### src/rtl/wb_gain_calc_pkg.sv
// Shared definitions for the auto-white-balance gain calculator:
// widths, unity gain, FSM state encoding and the quotient-to-gain helper.
package wb_gain_calc_pkg;

  localparam int WB_STATIS_WIDTH = 29;
  localparam int WB_GAIN_WIDTH   = 10;
  localparam int GAIN_FRAC_BITS  = 8;

  // One quotient bit per cycle, so each division takes DIV_N cycles.
  localparam int DIV_N = WB_STATIS_WIDTH + GAIN_FRAC_BITS;
  localparam int CNT_W = $clog2(DIV_N + 1);

  localparam logic [WB_GAIN_WIDTH-1:0] UNITY_GAIN = WB_GAIN_WIDTH'(1 << GAIN_FRAC_BITS);

  typedef enum logic [2:0] {
    IDLE     = 3'd0,
    CAPTURE  = 3'd1,
    DIV_R    = 3'd2,
    DIV_B    = 3'd3,
    UPDATE   = 3'd4
  } gain_state_e;

  // Zero divisor wins over saturation; otherwise clamp to the largest gain.
  function automatic logic [WB_GAIN_WIDTH-1:0] quot_to_gain(
    input logic [DIV_N-1:0] quot,
    input logic             zero
  );
    if (zero)
      return UNITY_GAIN;
    else if (quot[DIV_N-1:WB_GAIN_WIDTH] != '0)
      return '1;
    else
      return quot[WB_GAIN_WIDTH-1:0];
  endfunction

endpackage

### src/rtl/wb_gain_calc_if.sv
// Statistics-in / gains-out bundle of the gain calculator.
// master = statistics source and gain consumer, slave = wb_gain_calc.
// There is no valid/ready handshake: the statistics are level inputs
// sampled one cycle after an accepted interrupt rise, and o_gain_valid is
// a one-cycle pulse that the consumer must take when it appears (it
// cannot stall the calculator).
interface wb_gain_calc_if;
  import wb_gain_calc_pkg::*;

  logic                       i_interrupt_pin;
  logic                       i_awb_en;
  logic [WB_STATIS_WIDTH-1:0] iv_wb_statis_r;
  logic [WB_STATIS_WIDTH-1:0] iv_wb_statis_g;
  logic [WB_STATIS_WIDTH-1:0] iv_wb_statis_b;
  logic [WB_GAIN_WIDTH-1:0]   ov_wb_gain_r;
  logic [WB_GAIN_WIDTH-1:0]   ov_wb_gain_b;
  logic                       o_gain_valid;
  logic                       o_busy;
  logic                       o_div_zero;
  gain_state_e                state_dbg;

  modport master (
    output i_interrupt_pin, i_awb_en, iv_wb_statis_r, iv_wb_statis_g, iv_wb_statis_b,
    input  ov_wb_gain_r, ov_wb_gain_b, o_gain_valid, o_busy, o_div_zero, state_dbg
  );

  modport slave (
    input  i_interrupt_pin, i_awb_en, iv_wb_statis_r, iv_wb_statis_g, iv_wb_statis_b,
    output ov_wb_gain_r, ov_wb_gain_b, o_gain_valid, o_busy, o_div_zero, state_dbg
  );

endinterface

### src/rtl/wb_gain_calc_div.sv
// Serial restoring divider, one quotient bit per cycle, MSB first.
// The first bit is produced in the start cycle from the dividend/divisor
// inputs, so a run occupies exactly DVD_W cycles; done pulses the cycle
// after the last bit, while quotient and divisor_zero still describe that run.
module wb_serial_div #(
  parameter int DVD_W = 37,
  parameter int DVS_W = 29
) (
  input  logic             clk,
  input  logic             reset,
  input  logic             start,
  input  logic [DVD_W-1:0] dividend,
  input  logic [DVS_W-1:0] divisor,
  output logic             done,
  output logic [DVD_W-1:0] quotient,
  output logic             divisor_zero
);

  localparam int CW = $clog2(DVD_W + 1);

  logic [DVS_W-1:0] rem;
  logic [DVD_W-1:0] dvd_sh;
  logic [DVS_W-1:0] dvs_q;
  logic [CW-1:0]    cnt;
  logic             running;

  logic [DVS_W-1:0] rem_in;
  logic [DVD_W-1:0] dvd_in;
  logic [DVS_W-1:0] dvs_in;
  logic [DVS_W:0]   trial;
  logic [DVS_W-1:0] diff;
  logic             fits;

  // One restoring step; trial is the DVS_W+1 bit partial remainder. When it
  // fits, the true difference is below the divisor, so the low bits suffice.
  always_comb begin
    rem_in = start ? '0 : rem;
    dvd_in = start ? dividend : dvd_sh;
    dvs_in = start ? divisor : dvs_q;
    trial  = {rem_in, dvd_in[DVD_W-1]};
    fits   = (trial >= {1'b0, dvs_in});
    diff   = trial[DVS_W-1:0] - dvs_in;
  end

  // Load on start, then keep stepping until all DVD_W bits are produced.
  always_ff @(posedge clk) begin
    if (reset) begin
      rem      <= '0;
      dvd_sh   <= '0;
      dvs_q    <= '0;
      quotient <= '0;
      cnt      <= '0;
      running  <= 1'b0;
      done     <= 1'b0;
    end else begin
      done <= 1'b0;
      if (start || running) begin
        rem    <= fits ? diff : trial[DVS_W-1:0];
        dvd_sh <= dvd_in << 1;
        dvs_q  <= dvs_in;
      end
      if (start) begin
        quotient <= {{(DVD_W-1){1'b0}}, fits};
        cnt      <= CW'(DVD_W - 1);
        running  <= 1'b1;
      end else if (running) begin
        quotient <= {quotient[DVD_W-2:0], fits};
        cnt      <= cnt - 1'b1;
        if (cnt == CW'(1)) begin
          running <= 1'b0;
          done    <= 1'b1;
        end
      end
    end
  end

  assign divisor_zero = (dvs_q == '0);

endmodule

### src/rtl/wb_gain_calc.sv
// Auto-white-balance gain calculator: on an enabled interrupt rise, latches
// the R/G/B statistics and runs the shared divider twice (G/R, then G/B)
// to produce fixed-point gains, published with a one-cycle valid pulse.
module wb_gain_calc
  import wb_gain_calc_pkg::*;
(
  input  logic           clk,
  input  logic           reset,
  wb_gain_calc_if.slave  bus
);

  gain_state_e                state;
  logic [CNT_W-1:0]           cnt;
  logic                       pin_d;
  logic                       rise;
  logic [WB_STATIS_WIDTH-1:0] r_cap, g_cap, b_cap;
  logic                       div_start;
  logic                       div_done;
  logic [DIV_N-1:0]           quotient;
  logic                       div_zero;
  logic [WB_STATIS_WIDTH-1:0] divisor;
  logic [WB_GAIN_WIDTH-1:0]   gain_r_hold;
  logic                       zero_r_hold;
  logic [WB_GAIN_WIDTH-1:0]   gain_r_q, gain_b_q;
  logic                       valid_q, busy_q, dz_q;

  // Delayed copy of the interrupt pin for rising-edge detection.
  always_ff @(posedge clk) begin
    if (reset) pin_d <= 1'b0;
    else       pin_d <= bus.i_interrupt_pin;
  end

  assign rise    = bus.i_interrupt_pin & ~pin_d;
  // The B run starts while the FSM already sits in DIV_B.
  assign divisor = (state == DIV_B) ? b_cap : r_cap;

  wb_serial_div #(
    .DVD_W (DIV_N),
    .DVS_W (WB_STATIS_WIDTH)
  ) u_div (
    .clk          (clk),
    .reset        (reset),
    .start        (div_start),
    .dividend     ({g_cap, GAIN_FRAC_BITS'(0)}),
    .divisor      (divisor),
    .done         (div_done),
    .quotient     (quotient),
    .divisor_zero (div_zero)
  );

  // Sequencer: capture, two divider runs of DIV_N cycles, then publish.
  always_ff @(posedge clk) begin
    if (reset) begin
      state       <= IDLE;
      cnt         <= '0;
      div_start   <= 1'b0;
      r_cap       <= '0;
      g_cap       <= '0;
      b_cap       <= '0;
      gain_r_hold <= UNITY_GAIN;
      zero_r_hold <= 1'b0;
      gain_r_q    <= UNITY_GAIN;
      gain_b_q    <= UNITY_GAIN;
      valid_q     <= 1'b0;
      busy_q      <= 1'b0;
      dz_q        <= 1'b0;
    end else begin
      div_start <= 1'b0;
      valid_q   <= 1'b0;
      busy_q    <= (state == CAPTURE) || (state == DIV_R) || (state == DIV_B);
      case (state)
        IDLE: begin
          if (rise && bus.i_awb_en) state <= CAPTURE;
        end
        CAPTURE: begin
          r_cap     <= bus.iv_wb_statis_r;
          g_cap     <= bus.iv_wb_statis_g;
          b_cap     <= bus.iv_wb_statis_b;
          cnt       <= '0;
          div_start <= 1'b1;
          state     <= DIV_R;
        end
        DIV_R: begin
          if (cnt == CNT_W'(DIV_N - 1)) begin
            cnt       <= '0;
            div_start <= 1'b1;
            state     <= DIV_B;
          end else begin
            cnt <= cnt + 1'b1;
          end
        end
        DIV_B: begin
          // The red result is reported in the first DIV_B cycle.
          if (div_done) begin
            gain_r_hold <= quot_to_gain(quotient, div_zero);
            zero_r_hold <= div_zero;
          end
          if (cnt == CNT_W'(DIV_N - 1)) begin
            cnt   <= '0;
            state <= UPDATE;
          end else begin
            cnt <= cnt + 1'b1;
          end
        end
        UPDATE: begin
          gain_r_q <= gain_r_hold;
          gain_b_q <= quot_to_gain(quotient, div_zero);
          dz_q     <= zero_r_hold | div_zero;
          valid_q  <= 1'b1;
          state    <= IDLE;
        end
        default: state <= IDLE;
      endcase
    end
  end

  assign bus.ov_wb_gain_r = gain_r_q;
  assign bus.ov_wb_gain_b = gain_b_q;
  assign bus.o_gain_valid = valid_q;
  assign bus.o_busy       = busy_q;
  assign bus.o_div_zero   = dz_q;
  assign bus.state_dbg    = state;

endmodule

### src/flat_wrapper.sv
// flat-port wrapper written by rule: the top's interface ports become plain ports
module wb_gain_calc_flat import wb_gain_calc_pkg::*;
  (clk, reset, bus_i_interrupt_pin, bus_i_awb_en, bus_iv_wb_statis_r, bus_iv_wb_statis_g, bus_iv_wb_statis_b, bus_ov_wb_gain_r, bus_ov_wb_gain_b, bus_o_gain_valid, bus_o_busy, bus_o_div_zero, bus_state_dbg);
  wb_gain_calc_if bus_i ();
  input  logic clk;
  input  logic reset;
  input wire logic [$bits(bus_i.i_interrupt_pin)-1:0] bus_i_interrupt_pin;
  input wire logic [$bits(bus_i.i_awb_en)-1:0] bus_i_awb_en;
  input wire logic [$bits(bus_i.iv_wb_statis_r)-1:0] bus_iv_wb_statis_r;
  input wire logic [$bits(bus_i.iv_wb_statis_g)-1:0] bus_iv_wb_statis_g;
  input wire logic [$bits(bus_i.iv_wb_statis_b)-1:0] bus_iv_wb_statis_b;
  output wire logic [$bits(bus_i.ov_wb_gain_r)-1:0] bus_ov_wb_gain_r;
  output wire logic [$bits(bus_i.ov_wb_gain_b)-1:0] bus_ov_wb_gain_b;
  output wire logic [$bits(bus_i.o_gain_valid)-1:0] bus_o_gain_valid;
  output wire logic [$bits(bus_i.o_busy)-1:0] bus_o_busy;
  output wire logic [$bits(bus_i.o_div_zero)-1:0] bus_o_div_zero;
  output wire logic [$bits(bus_i.state_dbg)-1:0] bus_state_dbg;
  assign bus_i.i_interrupt_pin = bus_i_interrupt_pin;
  assign bus_i.i_awb_en = bus_i_awb_en;
  assign bus_i.iv_wb_statis_r = bus_iv_wb_statis_r;
  assign bus_i.iv_wb_statis_g = bus_iv_wb_statis_g;
  assign bus_i.iv_wb_statis_b = bus_iv_wb_statis_b;
  assign bus_ov_wb_gain_r = bus_i.ov_wb_gain_r;
  assign bus_ov_wb_gain_b = bus_i.ov_wb_gain_b;
  assign bus_o_gain_valid = bus_i.o_gain_valid;
  assign bus_o_busy = bus_i.o_busy;
  assign bus_o_div_zero = bus_i.o_div_zero;
  assign bus_state_dbg = bus_i.state_dbg;
  wb_gain_calc u_core (.clk(clk), .reset(reset), .bus(bus_i));
endmodule
### config.mk
export PLATFORM = sky130hd
export DESIGN_NAME = wb_gain_calc_flat
export DESIGN_NICKNAME = d
export VERILOG_FILES = /design/src/rtl/wb_gain_calc_pkg.sv /design/src/rtl/wb_gain_calc_if.sv /design/src/rtl/wb_gain_calc_div.sv /design/src/rtl/wb_gain_calc.sv /design/src/flat_wrapper.sv
export SDC_FILE = /design/constraint.sdc
export NUM_CORES = 1
export LEC_CHECK = 0
export BUFFER_PORTS_ARGS = -buffer_cell sky130_fd_sc_hd__buf_2
export CORE_MARGIN = 1.5
export CORE_UTILIZATION = 40
export CTS_CLUSTER_DIAMETER = 30
export CTS_CLUSTER_SIZE = 24
export DETAILED_ROUTE_END_ITERATION = 7
export HOLD_SLACK_MARGIN = 0.06
export PLACE_DENSITY = 0.7
export SETUP_SLACK_MARGIN = 0.15
export SYNTH_ARGS = -nofsm -noshare
export SYNTH_HDL_FRONTEND = slang
export SYNTH_SLANG_ARGS = --single-unit
### constraint.sdc
create_clock -name clk -period 4.4 [get_ports clk]
set_clock_uncertainty 0.15 [all_clocks]
set_input_delay 0.66 -clock clk [delete_from_list [all_inputs] [get_ports clk]]
set_output_delay 0.66 -clock clk [all_outputs]
set_load 0.05 [all_outputs]
==> flow_summary.json, run 1 <==
{
  "status": "finished clean",
  "initial_utilization": 0.405,
  "finalNetCount": 1853,
  "vias": 11700,
  "clock-root-buffer": "sky130_fd_sc_hd__clkbuf_16",
  "cts_num_sinks": 263,
  "pwr_density_cell_nw_per_um2": 567,
  "async_reset_ff_frac": 0,
  "synth_seq_cells": 263,
  "io_pins": 117,
  "vdd.ir_drop.worst_v": 0.000362,
  "pre_cts_ws_ns": 0.241,
  "timing.final.max_slew_violations": 0,
  "grt_pass1_wl_um": 55100,
  "grt_start_max_net_pins": 82,
  "synth_enable_flop_cells": 0,
  "routed_wirelength_um": 33500,
  "setup.worst_path.start_class": "flip-flop",
  "netlist_instances": 1640,
  "antenna_violating_nets_post_route": 0,
  "detail_route.iter0.violations": 760,
  "final_design_area_no_fill_um2": 15900,
  "worstSetupPathType": "reg2reg",
  "floorplan.core_area_um2": 31500,
  "stdcell_count": 2186,
  "drt_first_pass_iters": 5,
  "endpoint_kind": "flip-flop",
  "finalHoldViolCount": 0,
  "ys_warn_count": 0,
  "dpl.cell_count": 2070,
  "cts-hold-fix-buffers": 0,
  "cts_max_level": 2,
  "drv_cap": 0,
  "worst-endpoint-arrival_ns": 4.33,
  "detail_route.vias_per_cell": 5.37,
  "synth_ff_type": "sky130_fd_sc_hd__dfxtp_1",
  "die_height_um": 182,
  "ant_diodes": 0,
  "layout.core_utilization": 0.506,
  "layout.filler_cells": 2942,
  "clk_pin_slew_worst_paths_ns": 0.05,
  "synth.lib_cells_used.distinct": 93,
  "global_route.usage.total": 0.201,
  "cts_tree": "built",
  "gr-total-overflow": 0,
  "part_of_the_yosys_area_used_for_sequential_elements": 0.413,
  "slew_headroom": 0.218,
  "peak_fanout_along_the_critical_path": 26,
  "first_global_vias": 11500,
  "number_of_antenna_violations_at_the_first_check_in_global_routing": 0,
  "place.gp.congestion": 0.934,
  "avgSynthCellArea_um2": 7.77,
  "cts_made_buffers": 61,
  "static-leakage-power_nw": 6.21,
  "hpwl_reported_at_the_end_of_detailed_placement_um": 22900,
  "drive_gt1_frac": 0.168,
  "grt_setup_unrepaired": "false",
  "layout_commonest_cell": "sky130_fd_sc_hd__nand2_1",
  "maximum_operating_frequency_mhz": 249,
  "clock_insertion_delay_worst_skew_ns": 0.60,
  "hp-class": "in2reg",
  "period_minus_slack_ns": 4.01,
  "numPortBuffers": 116,
  "drt_drc_violations_left": 0,
  "cts_buffer_depth": 3,
  "row_count": 65,
  "layout_common_cells": "sky130_fd_sc_hd__nand2_1, sky130_fd_sc_hd__dfxtp_1, sky130_fd_sc_hd__a21oi_1",
  "finalCritPeriodShare": 0.911,
  "die_width_um": 182,
  "place_area_um2": 13700,
  "worst_ep_required_time_ns": 4.73,
  "fin_ws_ns": 0.391,
  "worst_pin_slew_ns": 1.17,
  "postSynthNetCount": 1760,
  "finalSetupTns_ns": 0,
  "detail_routed_net_length_per_standard_cell_um": 15.3,
  "summed_instance_area_of_the_synthesized_netlist_um2": 12800,
  "dieArea_um2": 33000,
  "timing.final.setup_violations": 0,
  "area_growth_from_synthesis_to_final_layout_pct": 24.9
}
==> routing by layer <==
layer  wire length (µm)  global-route usage  vias to the layer above  share of wire
met5                  0                   0                        -              0
met4               1400              0.0993                        0          0.042
met3               1430              0.0337                       93          0.043
met2              16600               0.356                      304           0.50
met1              14100               0.235                     5473           0.42
li1                   -                   -                     5878              -
==> final cells by class <==
class	instances	area, µm²	share of cell area
Timing Repair Buffer	149	892	0.0560
Multi-Input combinational cell	1236	6970	0.438
Sequential cell	263	5270	0.331
Inverter	22	82.6	0.00519
Clock buffer	69	1590	0.0997
Clock inverter	45	616	0.0387
Tap cell	402	503	0.0316
==> power by group <==
group | switching [mW] | internal [mW] | total [mW] | leakage, nW
Combinational | 1.10 | 0.724 | 1.82 | 3.02
Clock | 1.54 | 3.16 | 4.70 | 1.05
Sequential | 0.0540 | 2.45 | 2.50 | 2.13
Total | 2.69 | 6.33 | 9.02 | 6.21
==> stage by stage <==
step / hold WS (ns) / total power, mW
5_1_grt: 0.137 / 9.39
4_1_cts: 0.125 / 9.01
2_1_floorplan: 0.282 / 3.79
3_5_place_dp: 0.297 / 4.28
6_report: 0.137 / 9.02
3_3_place_gp: 0.292 / 4.26
==> critical path, stage by stage (launching register included) <==
cell and delay (ns):
sky130_fd_sc_hd__dfxtp_1 0.37, sky130_fd_sc_hd__nand3b_4 0.20, sky130_fd_sc_hd__buf_8 0.21, sky130_fd_sc_hd__nand2_1 0.09, sky130_fd_sc_hd__a21oi_1 0.15, sky130_fd_sc_hd__a21oi_1 0.08, sky130_fd_sc_hd__ha_2 0.43, sky130_fd_sc_hd__nor2b_1 0.19
sky130_fd_sc_hd__o31a_1 0.20, sky130_fd_sc_hd__o221ai_1 0.25, sky130_fd_sc_hd__o21a_1 0.30, sky130_fd_sc_hd__nor4b_4 0.36, sky130_fd_sc_hd__or2_1 0.20, sky130_fd_sc_hd__buf_12 0.18, sky130_fd_sc_hd__nand3_1 0.09, sky130_fd_sc_hd__a41o_1 0.23
sky130_fd_sc_hd__a211oi_1 0.19
==> synthesized netlist by cell type (6+ instances only) <==
cell type,instances,area [µm²]
sky130_fd_sc_hd__nand2_1,344,1290
sky130_fd_sc_hd__dfxtp_1,263,5270
sky130_fd_sc_hd__a21oi_1,226,1130
sky130_fd_sc_hd__nor2_1,208,781
sky130_fd_sc_hd__clkbuf_1,89,334
sky130_fd_sc_hd__mux2i_1,69,691
sky130_fd_sc_hd__nor3_1,37,185
sky130_fd_sc_hd__nor2b_1,32,200
sky130_fd_sc_hd__ha_1,28,350
sky130_fd_sc_hd__o21ai_0,26,130
sky130_fd_sc_hd__inv_1,21,78.8
sky130_fd_sc_hd__nor4_1,19,119
sky130_fd_sc_hd__buf_1,16,60.1
sky130_fd_sc_hd__nand3_1,16,80.1
sky130_fd_sc_hd__xnor2_1,16,140
sky130_fd_sc_hd__and3_1,13,81.3
sky130_fd_sc_hd__a31oi_1,12,75.1
sky130_fd_sc_hd__o21a_1,11,82.6
sky130_fd_sc_hd__nand4_1,10,62.6
sky130_fd_sc_hd__a211oi_1,9,67.6
sky130_fd_sc_hd__a21o_1,9,67.6
sky130_fd_sc_hd__buf_2,9,45.0
sky130_fd_sc_hd__o22ai_1,9,56.3
sky130_fd_sc_hd__o21bai_1,7,52.6
sky130_fd_sc_hd__xor2_1,7,61.3
sky130_fd_sc_hd__and2_1,6,37.5
sky130_fd_sc_hd__o211ai_1,6,45.0
sky130_fd_sc_hd__o31a_1,6,52.6
sky130_fd_sc_hd__or2_2,6,37.5
==> kinds of logic (layout without fill, tap and decap cells) <==
| group | count (synthesis) | after routing | synth area share |
|---|---|---|---|
| compound gates | 386 | 386 | 0.188 |
| xor+xnor | 23 | 23 | 0.0158 |
| fa+ha+maj | 33 | 33 | 0.0323 |
| buf+inv | 141 | 285 | 0.0445 |
| flops | 263 | 263 | 0.413 |
| mux | 74 | 74 | 0.0591 |
| simple gates | 720 | 720 | 0.247 |
==> flip-flops by register name, summed over array words and instances (netlist names), 27 cells and up, named ones only <==
register / cells
u_core.b_cap: 29
u_core.g_cap: 29
u_core.r_cap: 29
u_core.u_div.dvd_sh: 28
u_core.u_div.dvs_q: 27
u_core.u_div.quotient: 37
u_core.u_div.rem: 29
==> worst paths after layout <==
check / startpoint / to / slack (ns) / depth (start not counted)
worst min register to register: u_core.bus.ov_wb_gain_r[1] / u_core.bus.ov_wb_gain_r[1] / 0.30 / 2
worst max-delay path: u_core.bus.state_dbg[2] / u_core.u_div.rem[7] / 0.39 / 16
worst max register to register: u_core.bus.state_dbg[2] / u_core.u_div.rem[7] / 0.39 / 16
worst min-delay path: bus_iv_wb_statis_g[18] / u_core.g_cap[18] / 0.14 / 3
==> repair_timing <==
action                     4_1_cts  5_1_grt
gates resized for setup          0        9
setup buffers                    0        2
setup endpoints to repair        0       18
(Power assumes the default switching activity.)
==> run 2, diff against run 1 <==
--- a/config.mk
+++ b/config.mk
@@ -6,13 +6,14 @@
 export NUM_CORES = 1
 export LEC_CHECK = 0
 export BUFFER_PORTS_ARGS = -buffer_cell sky130_fd_sc_hd__buf_2
+export CORE_ASPECT_RATIO = 1.25
 export CORE_MARGIN = 1.5
-export CORE_UTILIZATION = 40
+export CORE_UTILIZATION = 54
 export CTS_CLUSTER_DIAMETER = 30
 export CTS_CLUSTER_SIZE = 24
 export DETAILED_ROUTE_END_ITERATION = 7
 export HOLD_SLACK_MARGIN = 0.06
-export PLACE_DENSITY = 0.7
+export PLACE_DENSITY = 0.86
 export SETUP_SLACK_MARGIN = 0.15
 export SYNTH_ARGS = -nofsm -noshare
 export SYNTH_HDL_FRONTEND = slang
==> constraint.sdc (replaced) <==
create_clock -name clk -period 3.48 [get_ports clk]
set_clock_uncertainty 0.15 [all_clocks]
set_input_delay 0.522 -clock clk [delete_from_list [all_inputs] [get_ports clk]]
set_output_delay 0.522 -clock clk [all_outputs]
set_load 0.05 [all_outputs]
==> run 2 against run 1 <==
The flow now finishes with violations (setup timing). Flip-flop and latch count unchanged. Critical path depth decreased by 1. Total power is 22% higher. Maximum frequency increased by 6.9%. Sequential power grew 27%. Hold slack lost 0.060 ns.
==> flow_summary.json, run 2 (same netlist as run 1, synthesis figures left out) <==
{
  "status": "finished with violations",
  "violations_in_the_final_reports": "setup timing",
  "worst_setup_path_endpoint": "u_core.u_div.rem[6]",
  "hp-class": "in2reg",
  "period_minus_slack_ns": 3.75,
  "worst_pin_slew_ns": 0.816,
  "drv_cap": 0,
  "final.hold.worst_slack_ns": 0.0774,
  "stdcell_count": 2196,
  "row_count": 62,
  "cts_buffer_depth": 3,
  "worst_ep_required_time_ns": 3.75,
  "cts_tree": "built",
  "antenna_violating_nets_post_route": 0,
  "slew_headroom": 0.455,
  "finalCritPeriodShare": 1.08,
  "dpl.cell_count": 2063,
  "routed_wirelength_um": 40000,
  "registers.top_by_ff_count": "u_core.u_div.quotient",
  "final_design_area_no_fill_um2": 17100,
  "pwr_density_cell_nw_per_um2": 644,
  "io_pins": 117,
  "layout.area.seq_um2": 5280,
  "cpPeakStageDelay_ns": 0.56,
  "fin_ws_ns": -0.271,
  "pre_cts_ws_ns": -0.260,
  "timing.rr.start": "u_core.div_start",
  "cts_max_level": 2,
  "critPathBufInv": 4,
  "finalHoldViolCount": 0,
  "worst_r2r_endpoint": "u_core.u_div.rem[6]",
  "vdd.ir_drop.worst_v": 0.000379,
  "drive_gt1_frac": 0.283,
  "total_number_of_cells_along_the_worst_setup_path": 15,
  "number_of_antenna_violations_at_the_first_check_in_global_routing": 0,
  "dieArea_um2": 24500,
  "peak_fanout_along_the_critical_path": 25,
  "r2r_slack_ns": -0.27,
  "grt_setup_unrepaired": "true",
  "worst-endpoint-arrival_ns": 4.02,
  "path_cells": "buf_12, buf_4, nor2b_1, ha_4, o21a_1, o31a_1, o221ai_2, o21a_1, nor4b_4, buf_4, nor2_4, buf_6, nor4_4, a2111oi_4, o41ai_1",
  "detail_routed_net_length_per_standard_cell_um": 18.2,
  "die_width_um": 140,
  "numPortBuffers": 116,
  "maximum_operating_frequency_mhz": 267,
  "first_global_vias": 13100,
  "ant_diodes": 0,
  "area_growth_from_synthesis_to_final_layout_pct": 34.2,
  "layout_common_cells": "sky130_fd_sc_hd__nand2_1, sky130_fd_sc_hd__dfxtp_1, sky130_fd_sc_hd__nor2_1",
  "initial_utilization": 0.552,
  "timing.critical_path.slowest_stage_cell": "sky130_fd_sc_hd__nor2b_1",
  "endpoint_kind": "flip-flop",
  "grt_pass1_wl_um": 62300,
  "clk_pin_slew_worst_paths_ns": 0.06,
  "crit_start": "u_core.div_start",
  "flip_flop_count_of_the_largest_register_after_layout": 37,
  "gr-total-overflow": 0,
  "drt_drc_violations_left": 0,
  "floorplan.core_area_um2": 23100,
  "global_route.usage.total": 0.311,
  "place.gp.congestion": 0.942,
  "worstSetupPathType": "reg2reg",
  "clock-root-buffer": "sky130_fd_sc_hd__clkbuf_16",
  "detail_route.vias_per_cell": 6.04,
  "timing.final.setup_violations": 29,
  "r2r_cells": 15,
  "drt_first_pass_iters": 6,
  "layout_commonest_cell": "sky130_fd_sc_hd__nand2_1",
  "multiInputGateArea_um2": 7750,
  "vias": 13300,
  "hpwl_reported_at_the_end_of_detailed_placement_um": 23900,
  "grt_start_max_net_pins": 110,
  "timing.final.max_slew_violations": 0,
  "place_area_um2": 14500,
  "clock_insertion_delay_worst_skew_ns": 0.53,
  "setup.worst_path.start_class": "flip-flop",
  "finalNetCount": 1994,
  "critical_path_s_top_delay_family": "simple AND/OR/NAND/NOR gates",
  "cts_num_sinks": 263,
  "layout.filler_cells": 1439,
  "die_height_um": 175,
  "detail_route.iter0.violations": 1203,
  "static-leakage-power_nw": 6.84,
  "cts_made_buffers": 44
}
[run 2: cell count changes in the layout (fill, tap and decap cells not counted), sizes merged]
cell	previous run	this run
bufinv	9	2
clkinv	21	9
clkbuf	69	56
buf	149	306
nand3b	4	5
inv	31	32
clkinvlp	6	3
[run 2: area by class of cell]
type | instances | share of cell area
multi-input combinational | 1237 | 0.453
inverter | 22 | 0.00482
tap | 288 | 0.0211
timing repair buffer | 306 | 0.127
clock inverter | 24 | 0.0148
clock buffer | 56 | 0.0705
sequential | 263 | 0.309
[run 2: metal layers]
metal | track usage | wire [µm] | part of all wire | vias up
met5 | 0 | 0 | 0 | -
met4 | 0.220 | 2930 | 0.073 | 0
met3 | 0.0540 | 2560 | 0.064 | 232
met2 | 0.561 | 20000 | 0.50 | 673
met1 | 0.327 | 14500 | 0.36 | 6229
li1 | - | - | - | 6133
[run 2: worst min path at each step]
stage,cells past startpoint,startpoint,endpoint
floorplan,2,u_core.gain_r_hold[0],u_core.bus.ov_wb_gain_r[0]
global placement,1,u_core.bus.ov_wb_gain_b[8],u_core.bus.ov_wb_gain_b[8]
detailed placement,2,u_core.bus.ov_wb_gain_r[5],u_core.bus.ov_wb_gain_r[5]
CTS,3,bus_iv_wb_statis_g[17],u_core.g_cap[17]
global route,3,bus_iv_wb_statis_g[20],u_core.g_cap[20]
finish,3,bus_iv_wb_statis_g[1],u_core.g_cap[1]
[run 2: worst register-to-register path, stage by stage (launching register included)]
cell	delay (ns)
sky130_fd_sc_hd__dfxtp_4	0.36
sky130_fd_sc_hd__buf_12	0.14
sky130_fd_sc_hd__buf_4	0.22
sky130_fd_sc_hd__nor2b_1	0.56
sky130_fd_sc_hd__ha_4	0.25
sky130_fd_sc_hd__o21a_1	0.13
sky130_fd_sc_hd__o31a_1	0.19
sky130_fd_sc_hd__o221ai_2	0.13
sky130_fd_sc_hd__o21a_1	0.24
sky130_fd_sc_hd__nor4b_4	0.26
sky130_fd_sc_hd__buf_4	0.16
sky130_fd_sc_hd__nor2_4	0.05
sky130_fd_sc_hd__buf_6	0.15
sky130_fd_sc_hd__nor4_4	0.30
sky130_fd_sc_hd__a2111oi_4	0.06
sky130_fd_sc_hd__o41ai_1	0.30
[run 2: metrics by stage]
stage | util | power, mW | setup TNS (ns)
floorplan | - | 5.00 | -2.70
global placement | 0.627 | 5.98 | -1.33
detailed placement | 0.627 | 6.02 | -4.26
CTS | 0.722 | 10.6 | -1.23
global route | 0.740 | 11.4 | -8.39
finish | 0.740 | 11.0 | -4.44
[run 2: power by group]
group	switching, mW	total (mW)	internal (mW)
clock	1.59	4.25	2.66
sequential	0.0781	3.17	3.09
combinational	1.85	3.61	1.75
total	3.52	11.0	7.50
[run 2: what timing repair did]
action / CTS / global route
hold buffers: 0 / 0
setup buffers: 35 / 17
pin swaps: 46 / 37
gates cloned: 1 / 0
hold endpoints to repair: 0 / 0
gates resized for setup: 99 / 53
setup endpoints to repair: 30 / 30
